`src/rtl/ex_muldiv_unit_if.sv`:
```
`default_nettype none
// ============================================================================
// Module   : ex_muldiv_unit_if
// Purpose  : EX-stage handshake between the pipeline and the mul/div engine.
// Revision : 1.0
// ============================================================================
interface ex_muldiv_unit_if #(
  parameter int WIDTH = 32
);
  logic             start_i;
  logic [2:0]       op_i;
  logic [WIDTH-1:0] a_i;
  logic [WIDTH-1:0] b_i;
  logic             flush_i;
  logic             stall_o;
  logic             done_o;
  logic [WIDTH-1:0] result_o;

  modport master (
    output start_i, op_i, a_i, b_i, flush_i,
    input  stall_o, done_o, result_o
  );

  modport slave (
    input  start_i, op_i, a_i, b_i, flush_i,
    output stall_o, done_o, result_o
  );
endinterface
`default_nettype wire

```
`src/rtl/ex_muldiv_unit.sv`:
```
`default_nettype none
// ============================================================================
// Module   : ex_muldiv_unit
// Purpose  : Iterative RV32M multiply/divide engine, one bit per cycle.
// Revision : 1.0
// ============================================================================
module ex_muldiv_unit #(
  parameter int WIDTH = 32
) (
  input  logic             clk,
  input  logic             rst,
  ex_muldiv_unit_if.slave  bus
);
  localparam int c_CNT_W = $clog2(WIDTH) + 1;
  localparam logic [c_CNT_W-1:0] c_LAST = c_CNT_W'(WIDTH - 1);
  localparam logic [WIDTH-1:0]   c_MIN  = {1'b1, {(WIDTH-1){1'b0}}};

  localparam logic [1:0] c_IDLE = 2'd0;
  localparam logic [1:0] c_CALC = 2'd1;
  localparam logic [1:0] c_DONE = 2'd2;

  logic [1:0]         r_state;
  logic [c_CNT_W-1:0] r_cnt;
  logic [2*WIDTH-1:0] r_acc;
  logic [WIDTH-1:0]   r_opd;
  logic [2:0]         r_op;
  logic               r_neg_result;
  logic               r_neg_rem;
  logic [WIDTH-1:0]   r_result;

  logic               w_is_div;
  logic               w_a_signed;
  logic               w_b_signed;
  logic               w_a_neg;
  logic               w_b_neg;
  logic [WIDTH-1:0]   w_a_mag;
  logic [WIDTH-1:0]   w_b_mag;
  logic               w_accept;
  logic               w_div_zero;
  logic               w_overflow;
  logic [WIDTH:0]     w_mul_sum;
  logic [2*WIDTH-1:0] w_mul_next;
  logic [WIDTH:0]     w_div_trial;
  logic [2*WIDTH-1:0] w_div_next;
  logic [2*WIDTH-1:0] w_acc_next;
  logic [2*WIDTH-1:0] w_prod;
  logic [WIDTH-1:0]   w_quot;
  logic [WIDTH-1:0]   w_rem;
  logic [WIDTH-1:0]   w_final;

  // MULH, MULHSU (a only), DIV and REM treat operands as signed.
  always_comb begin
    w_a_signed = 1'b0;
    w_b_signed = 1'b0;
    case (bus.op_i)
      3'd1, 3'd4, 3'd6: begin
        w_a_signed = 1'b1;
        w_b_signed = 1'b1;
      end
      3'd2:    w_a_signed = 1'b1;
      default: ;
    endcase
  end

  assign w_is_div   = bus.op_i[2];
  assign w_a_neg    = w_a_signed & bus.a_i[WIDTH-1];
  assign w_b_neg    = w_b_signed & bus.b_i[WIDTH-1];
  assign w_a_mag    = w_a_neg ? -bus.a_i : bus.a_i;
  assign w_b_mag    = w_b_neg ? -bus.b_i : bus.b_i;
  assign w_accept   = (r_state == c_IDLE) & bus.start_i & ~bus.flush_i;
  assign w_div_zero = w_is_div & (bus.b_i == '0);
  assign w_overflow = w_is_div & ~bus.op_i[0] & (bus.a_i == c_MIN) & (bus.b_i == '1);

  // Multiply: r_acc = {partial product, remaining multiplier bits}.
  assign w_mul_sum  = {1'b0, r_acc[2*WIDTH-1:WIDTH]} + {1'b0, r_opd};
  assign w_mul_next = r_acc[0] ? {w_mul_sum, r_acc[WIDTH-1:1]}
                               : {1'b0, r_acc[2*WIDTH-1:1]};

  // Divide: r_acc = {partial remainder, dividend bits / quotient bits}.
  assign w_div_trial = r_acc[2*WIDTH-1:WIDTH-1] - {1'b0, r_opd};
  assign w_div_next  = w_div_trial[WIDTH] ? {r_acc[2*WIDTH-2:0], 1'b0}
                                          : {w_div_trial[WIDTH-1:0], r_acc[WIDTH-2:0], 1'b1};

  assign w_acc_next = r_op[2] ? w_div_next : w_mul_next;
  assign w_prod     = r_neg_result ? -w_acc_next : w_acc_next;
  assign w_quot     = r_neg_result ? -w_acc_next[WIDTH-1:0] : w_acc_next[WIDTH-1:0];
  assign w_rem      = r_neg_rem ? -w_acc_next[2*WIDTH-1:WIDTH] : w_acc_next[2*WIDTH-1:WIDTH];

  always_comb begin
    w_final = w_prod[WIDTH-1:0];
    case (r_op)
      3'd0:             w_final = w_prod[WIDTH-1:0];
      3'd1, 3'd2, 3'd3: w_final = w_prod[2*WIDTH-1:WIDTH];
      3'd4, 3'd5:       w_final = w_quot;
      default:          w_final = w_rem;
    endcase
  end

  always_ff @(posedge clk) begin
    if (rst) begin
      r_state      <= c_IDLE;
      r_cnt        <= '0;
      r_acc        <= '0;
      r_opd        <= '0;
      r_op         <= '0;
      r_neg_result <= 1'b0;
      r_neg_rem    <= 1'b0;
      r_result     <= '0;
    end else begin
      case (r_state)
        c_IDLE: begin
          if (w_accept) begin
            r_op  <= bus.op_i;
            r_cnt <= '0;
            if (w_div_zero) begin
              r_result <= bus.op_i[1] ? bus.a_i : '1;
              r_state  <= c_DONE;
            end else if (w_overflow) begin
              r_result <= bus.op_i[1] ? '0 : c_MIN;
              r_state  <= c_DONE;
            end else begin
              r_acc        <= {{WIDTH{1'b0}}, w_a_mag};
              r_opd        <= w_b_mag;
              r_neg_result <= w_a_neg ^ w_b_neg;
              r_neg_rem    <= w_a_neg;
              r_state      <= c_CALC;
            end
          end
        end
        c_CALC: begin
          if (bus.flush_i) begin
            r_state <= c_IDLE;
          end else begin
            r_acc <= w_acc_next;
            r_cnt <= r_cnt + c_CNT_W'(1);
            // Final step's result is sign-corrected and registered directly.
            if (r_cnt == c_LAST) begin
              r_result <= w_final;
              r_state  <= c_DONE;
            end
          end
        end
        c_DONE:  r_state <= c_IDLE;
        default: r_state <= c_IDLE;
      endcase
    end
  end

  assign bus.stall_o  = ((r_state == c_IDLE) & bus.start_i & ~bus.flush_i) |
                        ((r_state == c_CALC) & ~bus.flush_i);
  assign bus.done_o   = (r_state == c_DONE) & ~bus.flush_i;
  assign bus.result_o = r_result;
endmodule
`default_nettype wire

```
`src/flat_wrapper.sv`:
```
// flat-port wrapper written by rule: the top's interface ports become plain ports
module ex_muldiv_unit_flat 
#(
  parameter int WIDTH = 32
)
  (clk, rst, bus_start_i, bus_op_i, bus_a_i, bus_b_i, bus_flush_i, bus_stall_o, bus_done_o, bus_result_o);
  ex_muldiv_unit_if #(.WIDTH(WIDTH)) bus_i ();
  input  logic clk;
  input  logic rst;
  input wire logic [$bits(bus_i.start_i)-1:0] bus_start_i;
  input wire logic [$bits(bus_i.op_i)-1:0] bus_op_i;
  input wire logic [$bits(bus_i.a_i)-1:0] bus_a_i;
  input wire logic [$bits(bus_i.b_i)-1:0] bus_b_i;
  input wire logic [$bits(bus_i.flush_i)-1:0] bus_flush_i;
  output wire logic [$bits(bus_i.stall_o)-1:0] bus_stall_o;
  output wire logic [$bits(bus_i.done_o)-1:0] bus_done_o;
  output wire logic [$bits(bus_i.result_o)-1:0] bus_result_o;
  assign bus_i.start_i = bus_start_i;
  assign bus_i.op_i = bus_op_i;
  assign bus_i.a_i = bus_a_i;
  assign bus_i.b_i = bus_b_i;
  assign bus_i.flush_i = bus_flush_i;
  assign bus_stall_o = bus_i.stall_o;
  assign bus_done_o = bus_i.done_o;
  assign bus_result_o = bus_i.result_o;
  ex_muldiv_unit #(.WIDTH(WIDTH)) u_core (.clk(clk), .rst(rst), .bus(bus_i));
endmodule
```
`config.mk`:
```
export PLATFORM = sky130hd
export DESIGN_NAME = ex_muldiv_unit_flat
export DESIGN_NICKNAME = d
export VERILOG_FILES = /design/src/rtl/ex_muldiv_unit_if.sv /design/src/rtl/ex_muldiv_unit.sv /design/src/flat_wrapper.sv
export SDC_FILE = /design/constraint.sdc
export NUM_CORES = 1
export LEC_CHECK = 0
export BUFFER_PORTS_ARGS = -buffer_cell sky130_fd_sc_hd__buf_2
export CORE_MARGIN = 1
export CORE_UTILIZATION = 53
export DETAILED_ROUTE_END_ITERATION = 16
export GPL_ROUTABILITY_DRIVEN = 0
export PLACE_DENSITY = 0.71
export SYNTH_ARGS = -nofsm -noshare
export SYNTH_HDL_FRONTEND = slang
export SYNTH_SLANG_ARGS = --single-unit
```
`constraint.sdc`:
```
create_clock -name clk -period 7.2 [get_ports clk]
set_input_delay 1.08 -clock clk [delete_from_list [all_inputs] [get_ports clk]]
set_output_delay 1.08 -clock clk [all_outputs]
set_load 0.03 [all_outputs]
```
; ---- After elaboration in Yosys (flattened, before gate mapping)
; Index checks and enable logic that the tools add are counted.
[word_totals]
reg_bits = 141
[classes]
n_addsub = 8
n_eq_ne = 21
n_mux = 33
bitwise_logic = 16
reduce_logical = 14
[op_table]
columns = op, count
row1 = 64-bit 2-to-1 mux, 8
row2 = 32-bit 2-to-1 mux, 11
row3 = 32-bit negation, 4
row4 = 64-bit one-hot mux with 2 select lines, 1
row5 = 32-bit one-hot mux with 3 select lines, 1
row6 = 32-bit equality test (second input constant), 2
row7 = 64-bit negation, 1
row8 = 32-bit one-hot mux with 2 select lines, 1
row9 = 32-bit by 32-bit adder with 33-bit output, 1
row10 = 33-bit by 32-bit subtractor with 33-bit output, 1
row11 = 32-bit zero test, 1
row12 = 3-bit equality test (second input constant), 4
row13 = 6-bit 2-to-1 mux, 2
row14 = 6-bit one-hot mux with 2 select lines, 1
row15 = 1-bit AND, 10
row16 = 2-bit 2-to-1 mux, 5
row17 = 5-bit AND reduction, 2
row18 = 3-bit by 2-bit equality test with 1-bit output (second input constant), 3
row19 = 6-bit by 1-bit adder with 6-bit output (second input constant), 1
row20 = 3-bit by 1-bit equality test with 1-bit output (second input constant), 2
row21 = 6-bit by 5-bit equality test with 1-bit output (second input constant), 1
row22 = 2-bit inequality test (second input constant), 3
row23 = 3-bit OR reduction, 2
row24 = 2-bit by 1-bit inequality test with 1-bit output (second input constant), 2
row25 = other kinds (17), 22

; ---- Depth between registers and ports, before layout
[depth]
word_depth = 9
depth_mapped = 26
depth_no_buf = 25

; ---- Worst setup path before layout
; OpenSTA, ideal clock, no wires.
[synth_path]
path_kind = reg2reg
from = register u_core.r_acc[31]
to = register u_core.r_result[16], in the netlist u_core.bus.result_o[16]
setup_time_ps = 137
arrival_ps = 5289
required_time_ps = 7063
setup_slack_ps = 1775
stages_incl_launch_ff = 27
synth_period_minus_slack_ps = 5425
path_cell_list = dfxtp_1 > inv_1 > ha_1 > inv_1 > fa_1 > a211oi_1 > o21a_2 > a2111oi_4 > o21a_4 > o21ai_2 > buf_6 > nand2_1 > and2_1 > ha_1 > nor3b_1 > o221ai_1 > or4_1 > nand2b_1 > or2_2 > nor2_1 > o311ai_0 > nor4_1 > a41oi_1 > xnor2_1 > o22ai_1 > o21ai_1 > a31oi_1
[synth_via]
elab_chain_len = 9
elab_cells_between_ends = 14
cone_classes = 4 x add/sub / 10 x mux
[synth_lines]
columns = element, line_no
row1 = start: declaration, ex_muldiv_unit.sv:24  ; logic [2*WIDTH-1:0] r_acc;
row2 = start signal: assignment, ex_muldiv_unit.sv:122  ; r_acc <= {{WIDTH{1'b0}}, w_a_mag};
row3 = start signal: assignment, ex_muldiv_unit.sv:134  ; r_acc <= w_acc_next;
row4 = 33-bit by 32-bit subtractor with 33-bit output, ex_muldiv_unit.sv:80  ; assign w_div_trial = r_acc[2*WIDTH-1:WIDTH-1] - {1'b0, r_opd};
row5 = 64-bit 2-to-1 mux, ex_muldiv_unit.sv:81  ; assign w_div_next = w_div_trial[WIDTH] ? {r_acc[2*WIDTH-2:0], 1'b0}
row6 = 64-bit 2-to-1 mux *, ex_muldiv_unit.sv:84  ; assign w_acc_next = r_op[2] ? w_div_next : w_mul_next;
row7 = 64-bit negation (tied with other cells), ex_muldiv_unit.sv:85  ; assign w_prod = r_neg_result ? -w_acc_next : w_acc_next;
row8 = 64-bit 2-to-1 mux (tied with other cells), ex_muldiv_unit.sv:85
row9 = 32-bit one-hot mux with 3 select lines *, ex_muldiv_unit.sv:91  ; case (r_op)
row10 = 32-bit 2-to-1 mux *, ex_muldiv_unit.sv:137  ; if (r_cnt == c_LAST) begin
row11 = 32-bit 2-to-1 mux *, ex_muldiv_unit.sv:131  ; if (bus.flush_i) begin
row12 = 32-bit one-hot mux with 2 select lines *, ex_muldiv_unit.sv:110  ; case (r_state)
row13 = end signal: assignment, ex_muldiv_unit.sv:116  ; r_result <= bus.op_i[1] ? bus.a_i : '1;
row14 = end signal: assignment, ex_muldiv_unit.sv:119  ; r_result <= bus.op_i[1] ? '0 : c_MIN;
row15 = end signal: assignment, ex_muldiv_unit.sv:138  ; r_result <= w_final;
row16 = end: declaration, ex_muldiv_unit.sv:29  ; logic [WIDTH-1:0] r_result;
; Mark *: on every way between the ends. The rest lies on a longest branch, timed or not. The select of a mux whose other input is x is not followed.
; A chain may end at the register's enable or synchronous reset.

; ---- Worst setup path in the final report
; Ends and elaborated chain as after synthesis.

==> out/qor.txt <==
Register area share after synthesis -> 0.175
Number of enable flip-flop cells after synthesis -> 0
CTS tree -> built
CP Max Fanout -> 8
Routed length per placed instance -> 23.7 µm
DP Area -> 16,700 µm²
Startpoint class of the critical path -> flop
Initial antenna violation count -> 2
First-pass GRT wire length -> 98,000 µm
I/O Buffers -> 104
Clock power share -> 0.300
Die Wd -> 176 µm
DRT antenna net count -> 0
Critical Path End Type -> flop
# IOs -> 105
Clock Path Buffers -> 2
Clk Latency, worst-skew pair -> 0.46 ns
Via count -> 18,900
Period utilisation layout -> 0.884
Vias in the first global route -> 17,100
Cts hold-fix bufs -> 0
P_int -> 0.00181 W
Switching power -> 0.00133 W
Final number of setup-violating endpoints -> 0
Starting density of the core -> 0.541
Worst-path clk slew -> 0.07 ns
P&R area growth vs syn -> 7.45%
Drt total wl -> 63,700 µm
Vias per cell -> 7.04
Core area -> 29,800 µm²
Final hold slack -> 0.479 ns
PD cells -> 181 nW/µm²
Die height -> 176 µm
Crit path arrival time -> 6.74 ns
Pre-CTS setup slack -> 1.08 ns
Count of final max-slew check failures -> 0
Clk root buf -> clkbuf_16
Max Cap Viol -> 0
H-Tree Depth -> 4
Die area -> 31,100 µm²
Final WS setup -> 0.838 ns
Mapped cell area -> 16,100 µm²
Synth cell types -> 99
Relative max-transition margin -> 0.0751
Post-CTS Repair Setup Buffers -> 0
Fin nets -> 2,430
Period minus WS final -> 6.36 ns
Share of layout cells above drive strength 1 -> 0.104
Crit Path Category -> flop to flop
Post-synth top flop -> dfxtp_1
Final Hold Viols -> 0
Fmax -> 157 MHz
Setup TNS -> 0 ns
Synth Area per Inst -> 7.03 µm²
Clock Sinks -> 141
Num CTS Buffers -> 17
Dpl hpwl -> 47,300 µm
Cell count after synthesis -> 2,295
Final Instance Area -> 17,300 µm²
Critical Path RT -> 7.58 ns
Syn_nets -> 2,438
Switch share -> 0.424
Unrepaired setup endpoints after global routing -> false
TritonRoute pass-1 iters -> 6
YS warnings -> 0
Largest net degree at the start of global routing -> 78
Share of async-settable or async-resettable flops after synthesis -> 0
Post-cts gate resize count -> 0
Seq pwr share -> 0.282
Slew @ Worst Pin -> 1.38 ns
Num rows -> 63
Combinational share of power -> 0.418
Outcome -> completed
P_leak -> 6.49 nW
Global-route usage over all layers -> 0.404
DRT iter0 DRCs -> 2,615
VDD IR-drop max -> 247 µV
DRC Markers -> 0
Number of fill cells -> 2,844
Fin Clk Skew -> 0.0182 ns
Yosys reg bits -> 141
HP Class -> flop to flop
Ant. Diodes -> 0
Total grt overflow -> 0
-- worst max-delay path, cell delays in order (launching register included) --
cell and delay (ns):
dfxtp_1 0.34, inv_1 0.08, ha_1 0.16, inv_1 0.05, fa_1 0.43, a211oi_1 0.31
o21a_2 0.26, a2111oi_4 0.13, o21ai_2 0.31, a31oi_1 0.21, nand2_1 0.12, buf_4 0.21
and2_1 0.19, ha_1 0.18, nor3b_1 0.24, o221ai_1 0.22, or4_1 0.63, nand2b_1 0.22
or2_2 0.33, nor2_1 0.33, o311ai_0 0.34, nor4_1 0.26, a41oi_1 0.17, xnor2_1 0.16
o22ai_1 0.16, o21ai_1 0.07, a31oi_1 0.19
-- path summary, 6_finish.rpt --
check,start,endpoint,slack (ns),cells past startpoint
max,u_core.r_acc[31],u_core.bus.result_o[16],0.84,26
min,u_core.r_cnt[1],u_core.r_cnt[1],0.48,2
max reg2reg,u_core.r_acc[31],u_core.bus.result_o[16],0.84,26
min reg2reg,u_core.r_cnt[1],u_core.r_cnt[1],0.48,2
-- cell families (layout without fill, tap and decap cells) --
family          count (synthesis)  count (layout)  synth area share
simple gates                  839             839             0.251
xor+xnor                      170             170            0.0923
mux                            63              63            0.0399
fa+ha+maj                      72              72            0.0568
buf+inv                       234             238            0.0576
compound gates                776             776             0.327
flops                         141             141             0.175
-- Yosys cell counts (18+ instances only) --
| library cell | instances | area share |
|---|---|---|
| o21bai_1 | 18 | 0.0084 |
| a21oi_1 | 178 | 0.055 |
| a31oi_1 | 29 | 0.011 |
| nand3_1 | 42 | 0.013 |
| xor2_1 | 66 | 0.036 |
| nor2_1 | 311 | 0.072 |
| o21ai_0 | 154 | 0.048 |
| a21o_1 | 26 | 0.012 |
| inv_1 | 76 | 0.018 |
| o31ai_1 | 26 | 0.012 |
| clkbuf_1 | 116 | 0.027 |
| nor4_1 | 32 | 0.012 |
| and3_1 | 19 | 0.0074 |
| a211oi_1 | 97 | 0.045 |
| buf_1 | 22 | 0.0051 |
| a311oi_1 | 18 | 0.0098 |
| xnor2_1 | 104 | 0.056 |
| mux2i_1 | 53 | 0.033 |
| or3_1 | 30 | 0.012 |
| a22oi_1 | 32 | 0.015 |
| dfxtp_1 | 141 | 0.18 |
| ha_1 | 70 | 0.054 |
| nand2_1 | 168 | 0.039 |
| nor3_1 | 72 | 0.022 |
| nand4_1 | 43 | 0.017 |
| nand2b_1 | 27 | 0.010 |
| and2_1 | 18 | 0.0070 |
| o211ai_1 | 28 | 0.013 |
-- area by class of cell --
class / instances / area, µm² / area share
Multi-Input combinational cell: 1920 / 12400 / 0.716
Sequential cell: 141 / 2830 / 0.163
Clock buffer: 21 / 480 / 0.0277
Timing Repair Buffer: 131 / 726 / 0.0419
Clock inverter: 10 / 114 / 0.00657
Tap cell: 390 / 488 / 0.0282
Inverter: 76 / 285 / 0.0165
-- metal layers --
layer / share of wire / up-vias / track usage
li1: - / 8531 / -
met1: 0.41 / 8806 / 0.556
met2: 0.42 / 1343 / 0.595
met3: 0.13 / 239 / 0.0874
met4: 0.050 / 4 / 0.191
met5: 0.00041 / - / 0
-- power groups by stage --
stage / logic [W] / clock network [W] / registers [W]
2_1_floorplan: 0.000903 / 0 / 0.000895
3_3_place_gp: 0.00124 / 0 / 0.000898
3_5_place_dp: 0.00125 / 0 / 0.000901
4_1_cts: 0.00126 / 0.000938 / 0.000884
5_1_grt: 0.00140 / 0.000964 / 0.000892
6_report: 0.00131 / 0.000942 / 0.000887
-- flip-flops by register name, summed over array words and instances (netlist names) --
register             cells
u_core.r_state           2
u_core.r_neg_rem         1
u_core.r_op              3
u_core.r_neg_result      1
u_core.r_acc            64
u_core.r_opd            32
u_core.bus.result_o     32
u_core.r_cnt             6
-- cell usage in the layout, fill, tap and decap left out, types with 19 or more instances in the layout --
cell type / netlist / layout
a22oi_1: 32 / 32
dfxtp_1: 141 / 138
nand2b_1: 27 / 27
nand3_1: 42 / 42
buf_2: 16 / 103
inv_1: 76 / 76
mux2i_1: 53 / 53
or3_1: 30 / 30
o211ai_1: 28 / 28
and3_1: 19 / 19
xnor2_1: 104 / 104
a211oi_1: 97 / 97
nor2_1: 311 / 310
buf_4: 0 / 28
a21oi_1: 178 / 178
nor4_1: 32 / 31
nand2_1: 168 / 167
xor2_1: 66 / 66
o31ai_1: 26 / 26
o21ai_0: 154 / 153
nand4_1: 43 / 43
a31oi_1: 29 / 29
a21o_1: 26 / 26
ha_1: 70 / 70
nor3_1: 72 / 71
-- metrics by stage --
stage	utilization	total power, W	cells
5_1_grt	0.581	0.00325	2689
4_1_cts	0.581	0.00308	2689
6_report	0.581	0.00314	2689
2_1_floorplan	-	0.00180	2295
3_3_place_gp	0.561	0.00214	2658
3_5_place_dp	0.561	0.00215	2658
Note: power is estimated with default switching activity, not from simulation.
